**config.mk**
```make
export PLATFORM = sky130hd
export DESIGN_NAME = axi4_lite_write_master_flat
export DESIGN_NICKNAME = d
export VERILOG_FILES = /design/src/rtl/axi4_lite_write_master_if.sv /design/src/rtl/axi4_lite_write_master.sv /design/src/flat_wrapper.sv
export SDC_FILE = /design/constraint.sdc
export NUM_CORES = 1
export LEC_CHECK = 0
export CORE_ASPECT_RATIO = 1.4
export CORE_UTILIZATION = 38
export CTS_BUF_LIST = sky130_fd_sc_hd__clkbuf_8
export CTS_CLUSTER_SIZE = 10
export DETAILED_ROUTE_END_ITERATION = 12
export GPL_ROUTABILITY_DRIVEN = 0
export GPL_TIMING_DRIVEN = 0
export PLACE_DENSITY = 0.79
export SYNTH_ARGS = -nofsm -noshare
export SYNTH_HDL_FRONTEND = slang
export SYNTH_SLANG_ARGS = --single-unit
export TNS_END_PERCENT = 100
```
**constraint.sdc**
```tcl
create_clock -name clk -period 2.3 [get_ports clk]
set_clock_uncertainty 0.15 [all_clocks]
set_input_delay 0.345 -clock clk [delete_from_list [all_inputs] [get_ports clk]]
set_output_delay 0.345 -clock clk [all_outputs]
set_load 0.005 [all_outputs]
```
**src/rtl/axi4_lite_write_master_if.sv**
```systemverilog
// Bundle of the core-side store request signals and the AXI4-lite AW/W/B channels that sit
// between a core/LSU, the write master and an AXI4-lite write responder.
//   master modport : used by axi4_lite_write_master (drives valids, AXI fields, BREADY, status)
//   slave  modport : the opposite view (core request source and AXI responder)
interface axi4_lite_write_master_if #(
  parameter int unsigned ADDR_WIDTH = 32,
  parameter int unsigned DATA_WIDTH = 32
);
  // Core side
  logic                  wr_req;
  logic [ADDR_WIDTH-1:0] wr_addr;
  logic [DATA_WIDTH-1:0] wr_data;
  logic [3:0]            wr_strb;
  logic                  wr_ready;
  logic                  wr_done;
  logic                  wr_err;
  // AXI4-lite write channels
  logic [ADDR_WIDTH-1:0] M_AXI_AWADDR;
  logic                  M_AXI_AWVALID;
  logic                  M_AXI_AWREADY;
  logic [DATA_WIDTH-1:0] M_AXI_WDATA;
  logic [3:0]            M_AXI_WSTRB;
  logic                  M_AXI_WVALID;
  logic                  M_AXI_WREADY;
  logic [1:0]            M_AXI_BRESP;
  logic                  M_AXI_BVALID;
  logic                  M_AXI_BREADY;

  modport master (
    input  wr_req, wr_addr, wr_data, wr_strb,
    output wr_ready, wr_done, wr_err,
    output M_AXI_AWADDR, M_AXI_AWVALID,
    input  M_AXI_AWREADY,
    output M_AXI_WDATA, M_AXI_WSTRB, M_AXI_WVALID,
    input  M_AXI_WREADY,
    input  M_AXI_BRESP, M_AXI_BVALID,
    output M_AXI_BREADY
  );

  modport slave (
    output wr_req, wr_addr, wr_data, wr_strb,
    input  wr_ready, wr_done, wr_err,
    input  M_AXI_AWADDR, M_AXI_AWVALID,
    output M_AXI_AWREADY,
    input  M_AXI_WDATA, M_AXI_WSTRB, M_AXI_WVALID,
    output M_AXI_WREADY,
    output M_AXI_BRESP, M_AXI_BVALID,
    input  M_AXI_BREADY
  );
endinterface

```
**src/rtl/axi4_lite_write_master.sv**
```systemverilog
// AXI4-lite write initiator: accepts one single-beat store request from the core, issues it
// on the AW and W channels (independent handshakes, any order), then waits for the B response.
// One transaction outstanding; request fields are captured in the accept cycle.
// Ports:
//   clk : system clock, rising edge
//   rst : asynchronous active-high reset
//   bus : axi4_lite_write_master_if.master (core request/status + AXI AW/W/B channels)
module axi4_lite_write_master #(
  parameter int unsigned ADDR_WIDTH = 32,
  parameter int unsigned DATA_WIDTH = 32
) (
  input logic                     clk,
  input logic                     rst,
  axi4_lite_write_master_if.master bus
);

  typedef enum logic [1:0] {
    ST_IDLE  = 2'd0,
    ST_WRITE = 2'd1,
    ST_BRESP = 2'd2
  } state_t;

  state_t                r_state;
  logic [ADDR_WIDTH-1:0] r_awaddr;
  logic [DATA_WIDTH-1:0] r_wdata;
  logic [3:0]            r_wstrb;
  logic                  r_awvalid;
  logic                  r_wvalid;
  logic                  r_bready;
  logic                  r_aw_done;
  logic                  r_w_done;
  logic                  r_wr_done;
  logic                  r_wr_err;

  logic w_aw_hs;
  logic w_w_hs;
  logic w_aw_complete;
  logic w_w_complete;
  logic w_unused;

  assign w_aw_hs       = r_awvalid & bus.M_AXI_AWREADY;
  assign w_w_hs        = r_wvalid & bus.M_AXI_WREADY;
  // A channel counts as complete if it finished earlier or finishes at this edge.
  assign w_aw_complete = r_aw_done | w_aw_hs;
  assign w_w_complete  = r_w_done | w_w_hs;
  // Only BRESP[1] distinguishes error responses.
  assign w_unused      = bus.M_AXI_BRESP[0];

  always_ff @(posedge clk or posedge rst) begin
    if (rst) begin
      r_state   <= ST_IDLE;
      r_awaddr  <= '0;
      r_wdata   <= '0;
      r_wstrb   <= '0;
      r_awvalid <= 1'b0;
      r_wvalid  <= 1'b0;
      r_bready  <= 1'b0;
      r_aw_done <= 1'b0;
      r_w_done  <= 1'b0;
      r_wr_done <= 1'b0;
      r_wr_err  <= 1'b0;
    end else begin
      r_wr_done <= 1'b0;
      case (r_state)
        ST_IDLE: begin
          if (bus.wr_req) begin
            r_awaddr  <= bus.wr_addr;
            r_wdata   <= bus.wr_data;
            r_wstrb   <= bus.wr_strb;
            r_awvalid <= 1'b1;
            r_wvalid  <= 1'b1;
            r_aw_done <= 1'b0;
            r_w_done  <= 1'b0;
            r_state   <= ST_WRITE;
          end
        end
        ST_WRITE: begin
          if (w_aw_hs) begin
            r_awvalid <= 1'b0;
            r_aw_done <= 1'b1;
          end
          if (w_w_hs) begin
            r_wvalid <= 1'b0;
            r_w_done <= 1'b1;
          end
          if (w_aw_complete && w_w_complete) begin
            r_bready <= 1'b1;
            r_state  <= ST_BRESP;
          end
        end
        ST_BRESP: begin
          if (bus.M_AXI_BVALID) begin
            r_bready  <= 1'b0;
            r_wr_done <= 1'b1;
            r_wr_err  <= bus.M_AXI_BRESP[1];
            r_state   <= ST_IDLE;
          end
        end
        default: begin
          r_awvalid <= 1'b0;
          r_wvalid  <= 1'b0;
          r_bready  <= 1'b0;
          r_state   <= ST_IDLE;
        end
      endcase
    end
  end

  assign bus.wr_ready      = (r_state == ST_IDLE);
  assign bus.wr_done       = r_wr_done;
  assign bus.wr_err        = r_wr_err;
  assign bus.M_AXI_AWADDR  = r_awaddr;
  assign bus.M_AXI_AWVALID = r_awvalid;
  assign bus.M_AXI_WDATA   = r_wdata;
  assign bus.M_AXI_WSTRB   = r_wstrb;
  assign bus.M_AXI_WVALID  = r_wvalid;
  assign bus.M_AXI_BREADY  = r_bready;

endmodule

```
**src/flat_wrapper.sv**
```systemverilog
// flat-port wrapper written by rule: the top's interface ports become plain ports
module axi4_lite_write_master_flat 
#(
  parameter int unsigned ADDR_WIDTH = 32,
  parameter int unsigned DATA_WIDTH = 32
)
  (clk, rst, bus_wr_req, bus_wr_addr, bus_wr_data, bus_wr_strb, bus_wr_ready, bus_wr_done, bus_wr_err, bus_M_AXI_AWADDR, bus_M_AXI_AWVALID, bus_M_AXI_AWREADY, bus_M_AXI_WDATA, bus_M_AXI_WSTRB, bus_M_AXI_WVALID, bus_M_AXI_WREADY, bus_M_AXI_BRESP, bus_M_AXI_BVALID, bus_M_AXI_BREADY);
  axi4_lite_write_master_if #(.ADDR_WIDTH(ADDR_WIDTH), .DATA_WIDTH(DATA_WIDTH)) bus_i ();
  input logic clk;
  input logic rst;
  input wire logic [$bits(bus_i.wr_req)-1:0] bus_wr_req;
  input wire logic [$bits(bus_i.wr_addr)-1:0] bus_wr_addr;
  input wire logic [$bits(bus_i.wr_data)-1:0] bus_wr_data;
  input wire logic [$bits(bus_i.wr_strb)-1:0] bus_wr_strb;
  output wire logic [$bits(bus_i.wr_ready)-1:0] bus_wr_ready;
  output wire logic [$bits(bus_i.wr_done)-1:0] bus_wr_done;
  output wire logic [$bits(bus_i.wr_err)-1:0] bus_wr_err;
  output wire logic [$bits(bus_i.M_AXI_AWADDR)-1:0] bus_M_AXI_AWADDR;
  output wire logic [$bits(bus_i.M_AXI_AWVALID)-1:0] bus_M_AXI_AWVALID;
  input wire logic [$bits(bus_i.M_AXI_AWREADY)-1:0] bus_M_AXI_AWREADY;
  output wire logic [$bits(bus_i.M_AXI_WDATA)-1:0] bus_M_AXI_WDATA;
  output wire logic [$bits(bus_i.M_AXI_WSTRB)-1:0] bus_M_AXI_WSTRB;
  output wire logic [$bits(bus_i.M_AXI_WVALID)-1:0] bus_M_AXI_WVALID;
  input wire logic [$bits(bus_i.M_AXI_WREADY)-1:0] bus_M_AXI_WREADY;
  input wire logic [$bits(bus_i.M_AXI_BRESP)-1:0] bus_M_AXI_BRESP;
  input wire logic [$bits(bus_i.M_AXI_BVALID)-1:0] bus_M_AXI_BVALID;
  output wire logic [$bits(bus_i.M_AXI_BREADY)-1:0] bus_M_AXI_BREADY;
  assign bus_i.wr_req = bus_wr_req;
  assign bus_i.wr_addr = bus_wr_addr;
  assign bus_i.wr_data = bus_wr_data;
  assign bus_i.wr_strb = bus_wr_strb;
  assign bus_wr_ready = bus_i.wr_ready;
  assign bus_wr_done = bus_i.wr_done;
  assign bus_wr_err = bus_i.wr_err;
  assign bus_M_AXI_AWADDR = bus_i.M_AXI_AWADDR;
  assign bus_M_AXI_AWVALID = bus_i.M_AXI_AWVALID;
  assign bus_i.M_AXI_AWREADY = bus_M_AXI_AWREADY;
  assign bus_M_AXI_WDATA = bus_i.M_AXI_WDATA;
  assign bus_M_AXI_WSTRB = bus_i.M_AXI_WSTRB;
  assign bus_M_AXI_WVALID = bus_i.M_AXI_WVALID;
  assign bus_i.M_AXI_WREADY = bus_M_AXI_WREADY;
  assign bus_i.M_AXI_BRESP = bus_M_AXI_BRESP;
  assign bus_i.M_AXI_BVALID = bus_M_AXI_BVALID;
  assign bus_M_AXI_BREADY = bus_i.M_AXI_BREADY;
  axi4_lite_write_master #(.ADDR_WIDTH(ADDR_WIDTH), .DATA_WIDTH(DATA_WIDTH)) u_core (.clk(clk), .rst(rst), .bus(bus_i));
endmodule
```
# Word-level counts from Yosys, hierarchy flattened
# Cells that the tools add are included.
# totals
regBits	77
output_inout_bits	74
wordCells	54
# classes
n_eq_ne	7
mux	19
bitwise	6
n_reduce_logical	11
# op_table
op	n
AND reduction 3 bit	6
2-to-1 mux 1 bit	10
case mux 1 bit (3 select lines)	3
2-to-1 mux 2 bit	3
inequality test 2 x 1 -> 1 bit, second input constant	3
case mux 2 bit (3 select lines)	1
inequality test 2 bit, second input constant	2
case mux 1 bit (2 select lines)	2
AND reduction 2 bit	2
bitwise AND 1 bit	2
equality test 2 x 1 -> 1 bit, second input constant	1
equality test 2 bit, second input constant	1
zero test 2 bit	1
NOT 1 bit	2
bitwise OR 1 bit	2
nonzero test 2 bit	1
logical AND 1 bit	1

# Longest topological paths before layout
# Gate-level depths: netlist of run 1.
# depth
word_depth	5
depth_mapped	5

# Worst setup path after synthesis of run 1
# OpenSTA, ideal clock, no wires.
# synth_timing
path_kind	reg-to-reg
from	register u_core.r_state[0]
to	register u_core.r_awaddr[0] (netlist: u_core.bus.M_AXI_AWADDR[0])
setup_ns	0.125
arrival_time_ns	1.219
t_required_ns	2.025
slack_ns	0.806
stages_incl_launch_ff	6
path_buffers	3
path_cell_list	dfrtp_1 > buf_6 > nor2_4 > buf_6 > buf_12 > mux2_4
# synth_between
elab_chain_cells	2
# synth_rtl
item	line	rtl
start, declared	axi4_lite_write_master.sv:23	state_t r_state;
start signal, assigned	axi4_lite_write_master.sv:51	r_state <= ST_IDLE;
start signal, assigned	axi4_lite_write_master.sv:74	r_state <= ST_WRITE;
start signal, assigned	axi4_lite_write_master.sv:88	r_state <= ST_BRESP;
zero test 2 bit	axi4_lite_write_master.sv:64	case (r_state)
AND reduction 2 bit (no line)	-	
end signal, assigned	axi4_lite_write_master.sv:67	r_awaddr <= bus.wr_addr;
end, declared	axi4_lite_write_master.sv:24	logic [ADDR_WIDTH-1:0] r_awaddr;
# No other way between the ends.
# A chain may end at the register's enable or synchronous reset.

# Final worst setup path of run 1
# layout_timing
from	register u_core.r_state[1]
to	output port bus_wr_ready
# layout_between
elab_chain_cells	1
# layout_rtl
item	line	rtl
zero test 2 bit	axi4_lite_write_master.sv:109	assign bus.wr_ready = (r_state == ST_IDLE);
end, declared	flat_wrapper.sv:15	output wire logic [$bits(bus_i.wr_ready)-1:0] bus_wr_ready;
# No other way between the ends.

==> results.cfg, run 1 <==
[logic_synthesis]
ys_ff_latch = 77
synth-warning-count = 0
syn_area_sq_um = 3050
synth_nets = 261
netlist-cell-type-count = 21
synth_area_per_cell_sq_um = 16.5
ys_seq_area_share_pct = 63.2
postSynthCellCount = 185

[timing]
hold_slack_ps = 350
fin_crit_ps = 2000
hold_viol = 0
finalSetupTns_ps = 0
rsz0062_at_grt = false
final.setup.worst_slack_ps = 296
period_share_pct = 87.1
setup_viol = 0
fmax_ghz = 0.499
slew_violations = 0
relSlewSlack_pct = 44.7
worstMarginPinSlew_ps = 827

[cells_and_area]
register_area_sq_um = 1930
drive_above_1_share_pct = 26.9
nFillCells = 620
multi_input_area_sq_um = 1010
final_core_util_pct = 62.6
nets = 421
syn_to_final_growth_pct = 59.1
final_cells = 450
n_antenna_cell = 0

[grt]
antenna_found_initial = 0
grt_pass1_wl_microns = 10600
grt_max_degree = 42
grt-ovfl-total = 0
globalRouteTotalUtil_pct = 17.0
grt_pass1_vias = 2217

[power]
power_density_nw_per_um2 = 1250
irDropWorstVdd_uv = 588
comb_power_share_pct = 46.2
switchingPower_w = 0.00160
switching_share_pct = 26.4
cellLeakagePower_nw = 2.05
intPower_w = 0.00447
clock_power_share_pct = 14.6
sequentialPowerShare_pct = 39.2

[die]
dieWidth_microns = 77.7
core-area_sq_um = 7750
fp-row-count = 38
start_util_pct = 39.3
floorplan.die_area_sq_um = 8390
fp.dieH_microns = 108
ios = 150

[placed_design]
pre_cts_slack_ps = 191
dpl.cell_count = 434
hpwlAfterDp_microns = 5210
numPortBuffers = 148

[clocking]
clockBufferDepth = 2
root_buffer = clkbuf_8
ctsHoldBuffers = 0
post_cts_buffers = 0
path_clk_slew_ps = 70
numCtsBuffers = 9
htreeDepth = 3
post_cts_resized = 0
clkLatencyLatePin_ps = 340
cts_sinks = 77
cts_tree = built

[route]
vias = 2119
drcViolationCount = 0
firstDrtPassIters = 4
wl_per_cell_microns = 15.3
vias_per_cell = 4.71
wirelength_microns = 6900
dr.first_iter.drc_count = 39
antenna_left = 0

[min_path]
hold_path_class = input pin to async pin

[run]
cap_violations = 0

[setup_path]
end_kind = output pin
worst-endpoint-required_ps = 1800
cp.arrival_ps = 1510
path_max_fanout = 10
critPathLaunchType = flop
crit_type = flop to output pin

[status]
status = complete, no violations
path summary, 6_finish.rpt:
check / from / slack, ps / cells after the start / to
hold / removal: rst / 350 / 2 / u_core.bus.M_AXI_BREADY
min in group clk: u_core.bus.M_AXI_WDATA[15] / 350 / 1 / u_core.bus.M_AXI_WDATA[15]
max in group asynchronous: rst / 1000 / 3 / u_core.bus.M_AXI_WSTRB[2]
setup reg to reg: u_core.r_state[0] / 660 / 5 / u_core.bus.M_AXI_WDATA[24]
hold reg to reg: u_core.bus.M_AXI_WDATA[15] / 350 / 1 / u_core.bus.M_AXI_WDATA[15]
setup / recovery: u_core.r_state[1] / 300 / 3 / bus_wr_ready
metal layers:
metal / global-route usage (%) / part of all wire [%] / up-vias
li1: - / - / 966
met3: 4.39 / 6.4 / 16
met5: 0 / 0 / -
met2: 31.0 / 55 / 99
met4: 9.57 / 2.8 / 0
met1: 17.6 / 36 / 1038
power groups by stage:
stage          sequential, W  combinational [W]  clock (W)
2_1_floorplan        0.00244            0.00113          0
5_1_grt              0.00247            0.00300   0.000972
3_5_place_dp         0.00241            0.00284          0
6_report             0.00238            0.00281   0.000889
4_1_cts              0.00238            0.00285   0.000920
3_3_place_gp         0.00236            0.00279          0
worst max-delay path, cell delays in order, from the launching register on:
cell and delay, ps:
dfrtp_1 380, buf_2 180, nor2_1 100, clkdlybuf4s50_1 510
cells in the mapped netlist, drive strengths merged:
master  count  area [sq um]
o21ai       1          5.00
a211o       1          8.76
nand2b      1          13.8
dfrtp      77          1930
o31ai       2          15.0
mux2       69           852
nor2b       1          6.26
o32ai       2          17.5
inv         4          15.0
nor2        8          37.5
o22a        1          8.76
nand2       3          11.3
buf         9          97.6
a21oi       3          15.0
and2        1          6.26
a31oi       2          12.5
state kept, by name, summed over array words and instances, names as in the netlist:
name,cells
u_core.bus.M_AXI_AWVALID,1
u_core.bus.M_AXI_WDATA,32
u_core.bus.wr_err,1
u_core.bus.M_AXI_WSTRB,4
u_core.bus.M_AXI_WVALID,1
u_core.r_aw_done,1
u_core.bus.M_AXI_AWADDR,32
u_core.r_w_done,1
u_core.r_state,2
u_core.bus.wr_done,1
u_core.bus.M_AXI_BREADY,1
kinds of logic (layout without fill, tap and decap cells):
group,count (synthesis),in the layout,share of synthesized area [%]
muxes,69,69,27.9
AOI/OAI and AO/OA,12,12,2.71
and+or+nand+nor,14,14,2.46
DFF,77,77,63.2
buffers and inverters,13,178,3.69
layout by cell type (no fill, tap or decap), types with 2 or more instances in the layout:
cell type	synthesis	layout
mux2_2	49	49
buf_12	2	3
o32ai_1	2	2
buf_6	2	2
mux2_4	20	20
dfrtp_1	77	77
a31oi_1	2	2
inv_1	4	7
clkdlybuf4s50_1	0	148
a21oi_1	3	3
nand2_1	3	3
clkbuf_8	0	11
o31ai_1	2	2
nor2_1	7	7
buf_4	4	4
area by class of cell:
cell class | instances | area share, %
Clock buffer | 11 | 3.12
Sequential cell | 77 | 39.7
Buffer | 9 | 2.01
Inverter | 4 | 0.387
Timing Repair Buffer | 149 | 31.0
Multi-Input combinational cell | 95 | 20.8
Tap cell | 100 | 2.58
Clock inverter | 5 | 0.413
stage by stage:
stage,total power [W],instance area [sq um]
floorplan,0.00357,3050
CTS,0.00616,4850
global route,0.00644,4850
global placement,0.00515,4660
detailed placement,0.00525,4680
finish,0.00607,4850
Note: power is estimated with default switching activity, not from simulation.
==> run 2, diff against run 1 <==
CTS_CLUSTER_DIAMETER = 100   (was default)
==> results of run 2 <==
Final layout, timing and power as in run 1 (identical DEF).
==> run 3, diff against run 2 <==
TNS_END_PERCENT = default   (was 100)
==> results of run 3 <==
Final layout, timing and power as in run 1 (identical DEF).
